==> src/rtl/pipe_pkg.sv <==
// Shared definitions for the 4-stage ADD/SUB/LOAD pipeline and its run controller.
package pipe_pkg;

    localparam int INSTR_W = 16;

    localparam logic [1:0] ADD  = 2'b00;
    localparam logic [1:0] SUB  = 2'b01;
    localparam logic [1:0] LOAD = 2'b10;
    localparam logic [1:0] NOP  = 2'b11;

    // Bubble injected by fetch while draining; opcode NOP never writes the register file.
    localparam logic [INSTR_W-1:0] NOP_INSTR = {NOP, {(INSTR_W-2){1'b0}}};

    typedef enum logic [2:0] {
        IDLE,
        CLEAR,
        RUN,
        HALT,
        STEP,
        DRAIN,
        DONE
    } state_t;

endpackage

==> src/rtl/pipe_seq_ctrl.sv <==
// Run controller: loads a program into instruction memory, then sequences
// clear / run / halt / single-step / drain / done for the pipeline datapath.
module pipe_seq_ctrl #(
    parameter int IMEM_DEPTH   = 8,
    parameter int INSTR_W      = 16,
    parameter int DRAIN_CYCLES = 3,
    localparam int AW          = $clog2(IMEM_DEPTH)
) (
    input  logic               clk,
    input  logic               reset,
    input  logic               ld_valid,
    input  logic [INSTR_W-1:0] ld_data,
    output logic               ld_ready,
    input  logic               clr_prog,
    input  logic               start,
    input  logic               halt_req,
    input  logic               step,
    output logic               imem_we,
    output logic [AW-1:0]      imem_addr,
    output logic [INSTR_W-1:0] imem_wdata,
    output logic               pipe_clr,
    output logic               pipe_en,
    output logic               fetch_bubble,
    output logic               busy,
    output logic               done,
    output logic [AW:0]        prog_len,
    output logic [AW:0]        fetch_cnt
);
    import pipe_pkg::*;

    localparam int DW = $clog2(DRAIN_CYCLES + 1);
    localparam logic [AW:0]   DEPTH_C    = (AW+1)'(IMEM_DEPTH);
    localparam logic [DW-1:0] DRAIN_LAST = DW'(DRAIN_CYCLES - 1);

    state_t        state;
    state_t        state_nxt;
    logic [DW-1:0] drain_cnt;
    logic          last_fetch;
    logic          fetch_done;
    logic          fetching;

    function automatic logic [AW:0] sat_inc(input logic [AW:0] v);
        return (v >= DEPTH_C) ? v : v + 1'b1;
    endfunction

    assign ld_ready   = (state == IDLE) && (prog_len < DEPTH_C);
    assign imem_we    = ld_valid && ld_ready;
    assign imem_addr  = prog_len[AW-1:0];
    assign imem_wdata = ld_data;

    assign fetching   = (state == RUN) || (state == STEP);
    assign last_fetch = (sat_inc(fetch_cnt) == prog_len);
    assign fetch_done = (fetch_cnt == prog_len);

    assign pipe_clr     = (state == CLEAR);
    assign pipe_en      = fetching || (state == DRAIN);
    assign fetch_bubble = (state == DRAIN);
    assign busy         = (state == CLEAR) || fetching || (state == HALT) || (state == DRAIN);
    assign done         = (state == DONE);

    always_comb begin
        state_nxt = state;
        case (state)
            // A beat accepted alongside start counts toward the run length.
            IDLE:  if (start && !clr_prog && (prog_len != '0 || imem_we)) state_nxt = CLEAR;
            CLEAR: state_nxt = RUN;
            RUN: begin
                if (halt_req)        state_nxt = HALT;
                else if (last_fetch) state_nxt = DRAIN;
            end
            HALT: begin
                if (start)     state_nxt = fetch_done ? DRAIN : RUN;
                else if (step) state_nxt = fetch_done ? DRAIN : STEP;
            end
            STEP:  state_nxt = HALT;
            DRAIN: if (drain_cnt == DRAIN_LAST) state_nxt = DONE;
            DONE: begin
                if (clr_prog)   state_nxt = IDLE;
                else if (start) state_nxt = CLEAR;
            end
            default: state_nxt = IDLE;
        endcase
    end

    always_ff @(posedge clk or posedge reset) begin
        if (reset) begin
            state     <= IDLE;
            prog_len  <= '0;
            fetch_cnt <= '0;
            drain_cnt <= '0;
        end else begin
            state <= state_nxt;

            // clr_prog wins over a coincident load beat.
            if (clr_prog && (state == IDLE || state == DONE)) prog_len <= '0;
            else if (imem_we)                                 prog_len <= sat_inc(prog_len);

            if (state == CLEAR)  fetch_cnt <= '0;
            else if (fetching)   fetch_cnt <= sat_inc(fetch_cnt);

            drain_cnt <= (state == DRAIN) ? drain_cnt + 1'b1 : '0;
        end
    end

endmodule

==> config.mk <==
export PLATFORM = sky130hd
export DESIGN_NAME = pipe_seq_ctrl
export DESIGN_NICKNAME = d
export VERILOG_FILES = /design/src/rtl/pipe_pkg.sv /design/src/rtl/pipe_seq_ctrl.sv
export SDC_FILE = /design/constraint.sdc
export NUM_CORES = 1
export LEC_CHECK = 0
export CAP_MARGIN = 20
export CORE_MARGIN = 10
export CORE_UTILIZATION = 35
export CTS_BUF_LIST = sky130_fd_sc_hd__clkbuf_8
export DETAILED_ROUTE_END_ITERATION = 10
export GPL_TIMING_DRIVEN = 0
export PLACE_DENSITY = 0.81
export SLEW_MARGIN = 30
export SYNTH_ARGS = -nofsm -noshare
export SYNTH_HDL_FRONTEND = slang
export SYNTH_SLANG_ARGS = --single-unit
==> constraint.sdc <==
create_clock -name clk -period 4.3 [get_ports clk]
set_clock_uncertainty 0.05 [all_clocks]
set_input_delay 0.43 -clock clk [delete_from_list [all_inputs] [get_ports clk]]
set_output_delay 0.43 -clock clk [all_outputs]
set_load 0.03 [all_outputs]
# Word-level counts from Yosys, hierarchy flattened
# Index checks and enable logic that the tools add are counted.
# W data, S select, Z words.
totals:
  reg_bits: 13
  latch_bits: 0
  ram_bits: 0
  romBits: 0
  in_bits: 23
  output_inout_bits: 34
  memories: 0
op_classes:
  n_addsub: 3
  mul: 0
  div_mod_pow: 0
  n_lt_le_gt_ge: 3
  n_eq_ne: 15
  shifts: 0
  muxes: 18
  bitwise: 0
  reduce_logical: 19
ops:
  columns: ["operator", "count"]
  rows:
  - ["$mux W3", 9]
  - ["$mux W4", 6]
  - ["$pmux W3 S7", 1]
  - ["$eq A3 B3 Y1 const B", 3]
  - ["$ne A3 B3 Y1 const B", 3]
  - ["$add A4 B1 Y4 const B", 2]
  - ["$eq A4 B4 Y1", 2]
  - ["$ge A4 B4 Y1 const B", 2]
  - ["$logic_or A1 B1 Y1", 7]
  - ["$eq A3 B2 Y1 const B", 2]
  - ["$logic_and A1 B1 Y1", 5]
  - ["$reduce_and A5 Y1", 1]
  - ["$lt A4 B4 Y1 const B", 1]
  - ["$ne A2 B1 Y1 const B", 2]
  - ["$reduce_bool A2 Y1", 2]
  - ["$reduce_bool A4 Y1", 1]
  - ["$eq A3 B1 Y1 const B", 1]
  - ["$logic_not A3 Y1", 1]
  - ["$add A2 B1 Y2 const B", 1]
  - ["$eq A2 B2 Y1 const B", 1]
  - ["$mux W2", 1]
  - ["$ne A2 B2 Y1 const B", 1]
  - ["$reduce_and A2 Y1", 1]
  - ["$logic_not A1 Y1", 1]
  - ["$mux W1", 1]

# Longest topological paths before layout
# Gate-level depths: netlist of the first run.
logic_depth:
  depth_word: 7
  depth_mapped: 7
  mapped_depth_nobuf: 7

# Worst setup path after synthesis of the first run
# OpenSTA, ideal clock, no wires.
synth_path:
  kind: "register to output"
  start: "reg prog_len[3]"
  end: "out imem_we"
  arrival_ps: 2081
  slack_ps: 1739
  path_stages_with_launch: 4
  n_path_buf: 1
  path_cell_list: "dfrtp_1 > nor4_1 > and2_1 > buf_2"
synth_via:
  elab_chain_len: 3
synth_rtl:
  columns: ["element", "line_no", "rtl"]
  rows:
  - ["from (decl)", "pipe_seq_ctrl.sv:26", "output logic [AW:0] prog_len,"]
  - ["from (signal assigned)", "pipe_seq_ctrl.sv:96", "else if (imem_we) prog_len <= sat_inc(prog_len);"]
  - ["$lt A4 B4 Y1", "pipe_seq_ctrl.sv:46", "assign ld_ready = (state == IDLE) && (prog_len < DEPTH_C);"]
  - ["$logic_and A1 B1 Y1", "pipe_seq_ctrl.sv:46", null]
  - ["net ld_ready", "pipe_seq_ctrl.sv:13", "output logic ld_ready,"]
  - ["$logic_and A1 B1 Y1", "pipe_seq_ctrl.sv:47", "assign imem_we = ld_valid && ld_ready;"]
  - ["to (decl)", "pipe_seq_ctrl.sv:18", "output logic imem_we,"]
# The timed path passes the listed nets, and every way through them passes these cells.

# Worst setup path after layout of the first run
layout_path:
  start: "reg state[0]"
  end: "out pipe_clr"
layout_via:
  elab_chain_len: 1
layout_rtl:
  columns: ["element", "line_no", "rtl"]
  rows:
  - ["from (decl)", "pipe_seq_ctrl.sv:35", "state_t state;"]
  - ["from (signal assigned)", "pipe_seq_ctrl.sv:92", "state <= state_nxt;"]
  - ["$eq A3 B1 Y1", "pipe_seq_ctrl.sv:55", "assign pipe_clr = (state == CLEAR);"]
  - ["to (decl)", "pipe_seq_ctrl.sv:21", "output logic pipe_clr,"]
# Every way passes these cells.

==> results of run 1 <==
[per-layer routing]
metal / GRT usage / wire [µm]
met1: 0.1275 / 1157
met2: 0.1698 / 1416
met3: 0.05339 / 418
met4: 0.04948 / 58
met5: 0 / 0
[placed cells by master (no fill, tap or decap), types with 4 or more instances in the layout]
master	synthesis	routed
o21ai_0	4	4
clkdlybuf4s50_1	0	40
nor3_1	6	6
nor2_1	13	13
xnor2_1	6	6
inv_1	10	11
ha_1	5	5
a21oi_1	8	8
nand2_1	7	7
dfrtp_1	13	13
buf_4	19	19
[synth_stat cells, types with 2 or more instances]
library cell | number | area share
inv_1 | 10 | 0.034
o31a_1 | 2 | 0.016
a31oi_1 | 3 | 0.017
o22ai_1 | 2 | 0.011
a41oi_1 | 2 | 0.016
nand3_1 | 3 | 0.014
buf_4 | 19 | 0.13
nand2_1 | 7 | 0.024
xor2_1 | 2 | 0.016
dfrtp_1 | 13 | 0.30
nor3_1 | 6 | 0.028
ha_1 | 5 | 0.057
buf_2 | 2 | 0.0092
a21oi_1 | 8 | 0.037
and2_1 | 3 | 0.017
nor2b_1 | 2 | 0.011
xnor2_1 | 6 | 0.048
o21ai_0 | 4 | 0.018
nor2_1 | 13 | 0.045
clkbuf_1 | 3 | 0.010
and3_1 | 3 | 0.017
[registers in the layout, indices dropped and copies added (netlist names)]
name and flops:
fetch_cnt 4, prog_len 4, state 3, drain_cnt 2
[per-stage QoR]
step / instances / power (µW) / setup slack (ns)
after floorplan: 133 / 740.5 / 1.739
after global placement: 217 / 966.5 / 1.922
after detailed placement: 217 / 985.5 / 1.928
after CTS: 221 / 1101 / 1.654
after global routing: 221 / 1187 / 1.489
final: 221 / 1091 / 1.647
[worst max path at each step]
stage / start / end / slack [ns] / depth (start not counted)
floorplan: prog_len[3] / imem_we / 1.74 / 3
global placement: prog_len[3] / imem_we / 1.92 / 4
detailed placement: prog_len[3] / imem_we / 1.93 / 4
CTS: prog_len[3] / imem_we / 1.65 / 4
global route: prog_len[3] / imem_we / 1.49 / 4
finish: state[0] / pipe_clr / 1.65 / 4
[critical path, cell delays in order, from the launching register on]
cell and delay, ns:
dfrtp_1 0.45, clkbuf_1 0.37, inv_1 0.22, nor3_1 0.18, clkdlybuf4s50_1 0.70
[kinds of logic after synthesis]
family | after synthesis
simple gates | 45
buf+inv | 35
compound gates | 26
flops | 13
xor+xnor | 9
fa+ha+maj | 5
[final cells by class]
class	count	area (µm²)	area share
clock buffers	3	41.29	0.02596
multi-input cells	85	559.3	0.3517
repair buffers	40	400.4	0.2518
well taps	44	55.05	0.03462
inverters	11	41.29	0.02596
flip-flops and latches	13	325.3	0.2046
clock inverters	1	3.754	0.002360
plain buffers	24	163.9	0.1031
[power groups by stage]
stage	clock [µW]	sequential (µW)	combinational, µW
final	108	234	749
after global placement	0	234	732
after floorplan	0	264	477
after CTS	111	235	755
after detailed placement	0	236	749
after global routing	117	244	826
==> impl_metrics.csv, run 1 <==
group,metric,value,unit
placement,gp_congestion,0.9711,
power,power.density,686.3,nW/µm²
floorplanning,start_util,0.3599,
floorplanning,chipHeight,75.80,µm
critical_path,critPathLaunchType,"flop",
power,pwr-share-seq,0.214,
floorplanning,die_w,75.80,µm
final_layout,num_antenna_cells,0,
detailed_routing,wl_per_cell,13.81,µm
synth,synth_compound_area_frac,0.1584,
synth,synth_top_family_by_area,"simple AND/OR/NAND/NOR gates",
critical_path,r2r_slack,2.23,ns
power,combPwrFrac,0.686,
synth,async_reset_ff_frac,1.000,
synth,synth_flop_cell,"dfrtp_1",
detailed_routing,drtAntennaViolNets,0,
detailed_routing,initialDrtViolationCount,97,
power,swShare,0.5039,
synth,synthesis.nets,161,
detailed_routing,num_vias,1078,
timing,slew_headroom,0.6671,
critical_path,critPathKind,"reg -> out",
min_path,hold_start,"drain_cnt[0]",
timing,setup_tns,0,ns
detailed_routing,drt-total-wl,3051,µm
final_layout,layout-drive-gt1-share,0.1638,
final_layout,nets,206,
synth,synth_seq_cells,13,
clock_tree,ctsHoldBuffers,0,
run,maxCapViolCount,0,
critical_path,end_kind,"output pin",
min_path,hold_end,"drain_cnt[0]",
final_layout,n_fill_cell,295,
timing,fin_crit,2.653,ns
synth,muxShareOfSynthArea,0,
timing,tightest_slew,0.4988,ns
synth,synth_xor_area_frac,0.07922,
synth,synth.cell_area,1090,µm²
timing,hold_viol_final,0,
timing,holdWs,0.3722,ns
clock_tree,cts_tree,"done",
clock_tree,cts_root_buf,"clkbuf_8",
timing,fin_crit_sh,0.6171,
global_route,antenna_found_initial,0,
timing,max_freq,0.3769,GHz
clock_tree,cts_setup_buffers,0,
global_route,grt_pass1_vias,1074,
final_layout,synthToLayoutAreaGrowth,45.92,%
power,p_leak,0.0006957,µW
detailed_routing,drt-pass1-iter-count,4,
floorplanning,die-area,5746,µm²
clock_tree,clock_latency,0.25,ns
power,clkPwrFrac,0.099,
power,p_int,541.5,µW
final_layout,finalInstanceArea,1590,µm²
timing,setup_viol,0,
global_route,grt_pass1_wl,5016,µm
timing,rsz0062_at_grt,"false",
critical_path,r2r_end,"state[1]",
clock_tree,htreeDepth,1,
clock_tree,cts_buffer_depth,2,
clock_tree,numClockSinks,13,
critical_path,worstPathMaxFanout,10,
clock_tree,clk_pin_slew,0.05,ns
min_path,hp-class,"reg -> reg",
synth,synth_edf_count,0,
placement,place_area,1545,µm²
power,vdd_drop_max,0.3261,mV
critical_path,critPathRequiredTime,3.82,ns
timing,final_max_slew_viol_count,0,
synth,synth.distinct_cells,36,
synth,synthCells,133,
synth,synth_adder_area_share,0.05741,
clock_tree,cts_buffers,3,
run_status,outcome,"finished clean",
critical_path,r2r_cells,7,
synth,yosysWarnings,0,
min_path,hold-path-cell-count,1,
synth,synth.avg_cell_area,8.194,µm²
power,p_sw,549.9,µW
floorplanning,core_area,3028,µm²
synth,synthSimpleGateAreaFrac,0.2181,
detailed_routing,drc,0,
floorplanning,rows,20,
global_route,overflow,0,
floorplanning,io-pin-count,57,
synth,yosysSeqAreaShare,0.2985,
global_route,track_usage,0.1108,
detailed_routing,vias_per_cell,4.878,
final_layout,utilization,0.5252,
critical_path,arrival,2.17,ns
critical_path,worst_r2r_startpoint,"fetch_cnt[0]",
global_route,grt_max_degree,14,
placement,io_buffer_count,40,
clock_tree,post_cts_resized,0,
placement,dp_hpwl,2454,µm
No activity file was read; power rests on OpenSTA's default activity.
==> run 2: changes to the inputs <==
Clock period 4.3 ns to 2.8 ns, I/O delays scaled along.
==> results of run 2 <==
Same layout as run 1 (identical final DEF). Status: finished clean.
Main changes from that run: setup slack after placement 1.928 ns -> 0.5776 ns; clock-pin slew on the worst setup and hold paths 0.05 ns -> 0.06 ns; setup slack after layout 1.647 ns -> 0.2967 ns; hold slack 0.3722 ns -> 0.3075 ns; register-to-register setup slack 2.23 ns -> 0.73 ns; total power 1091 µW -> 1676 µW; worst IR drop on VDD 0.3261 mV -> 0.5008 mV
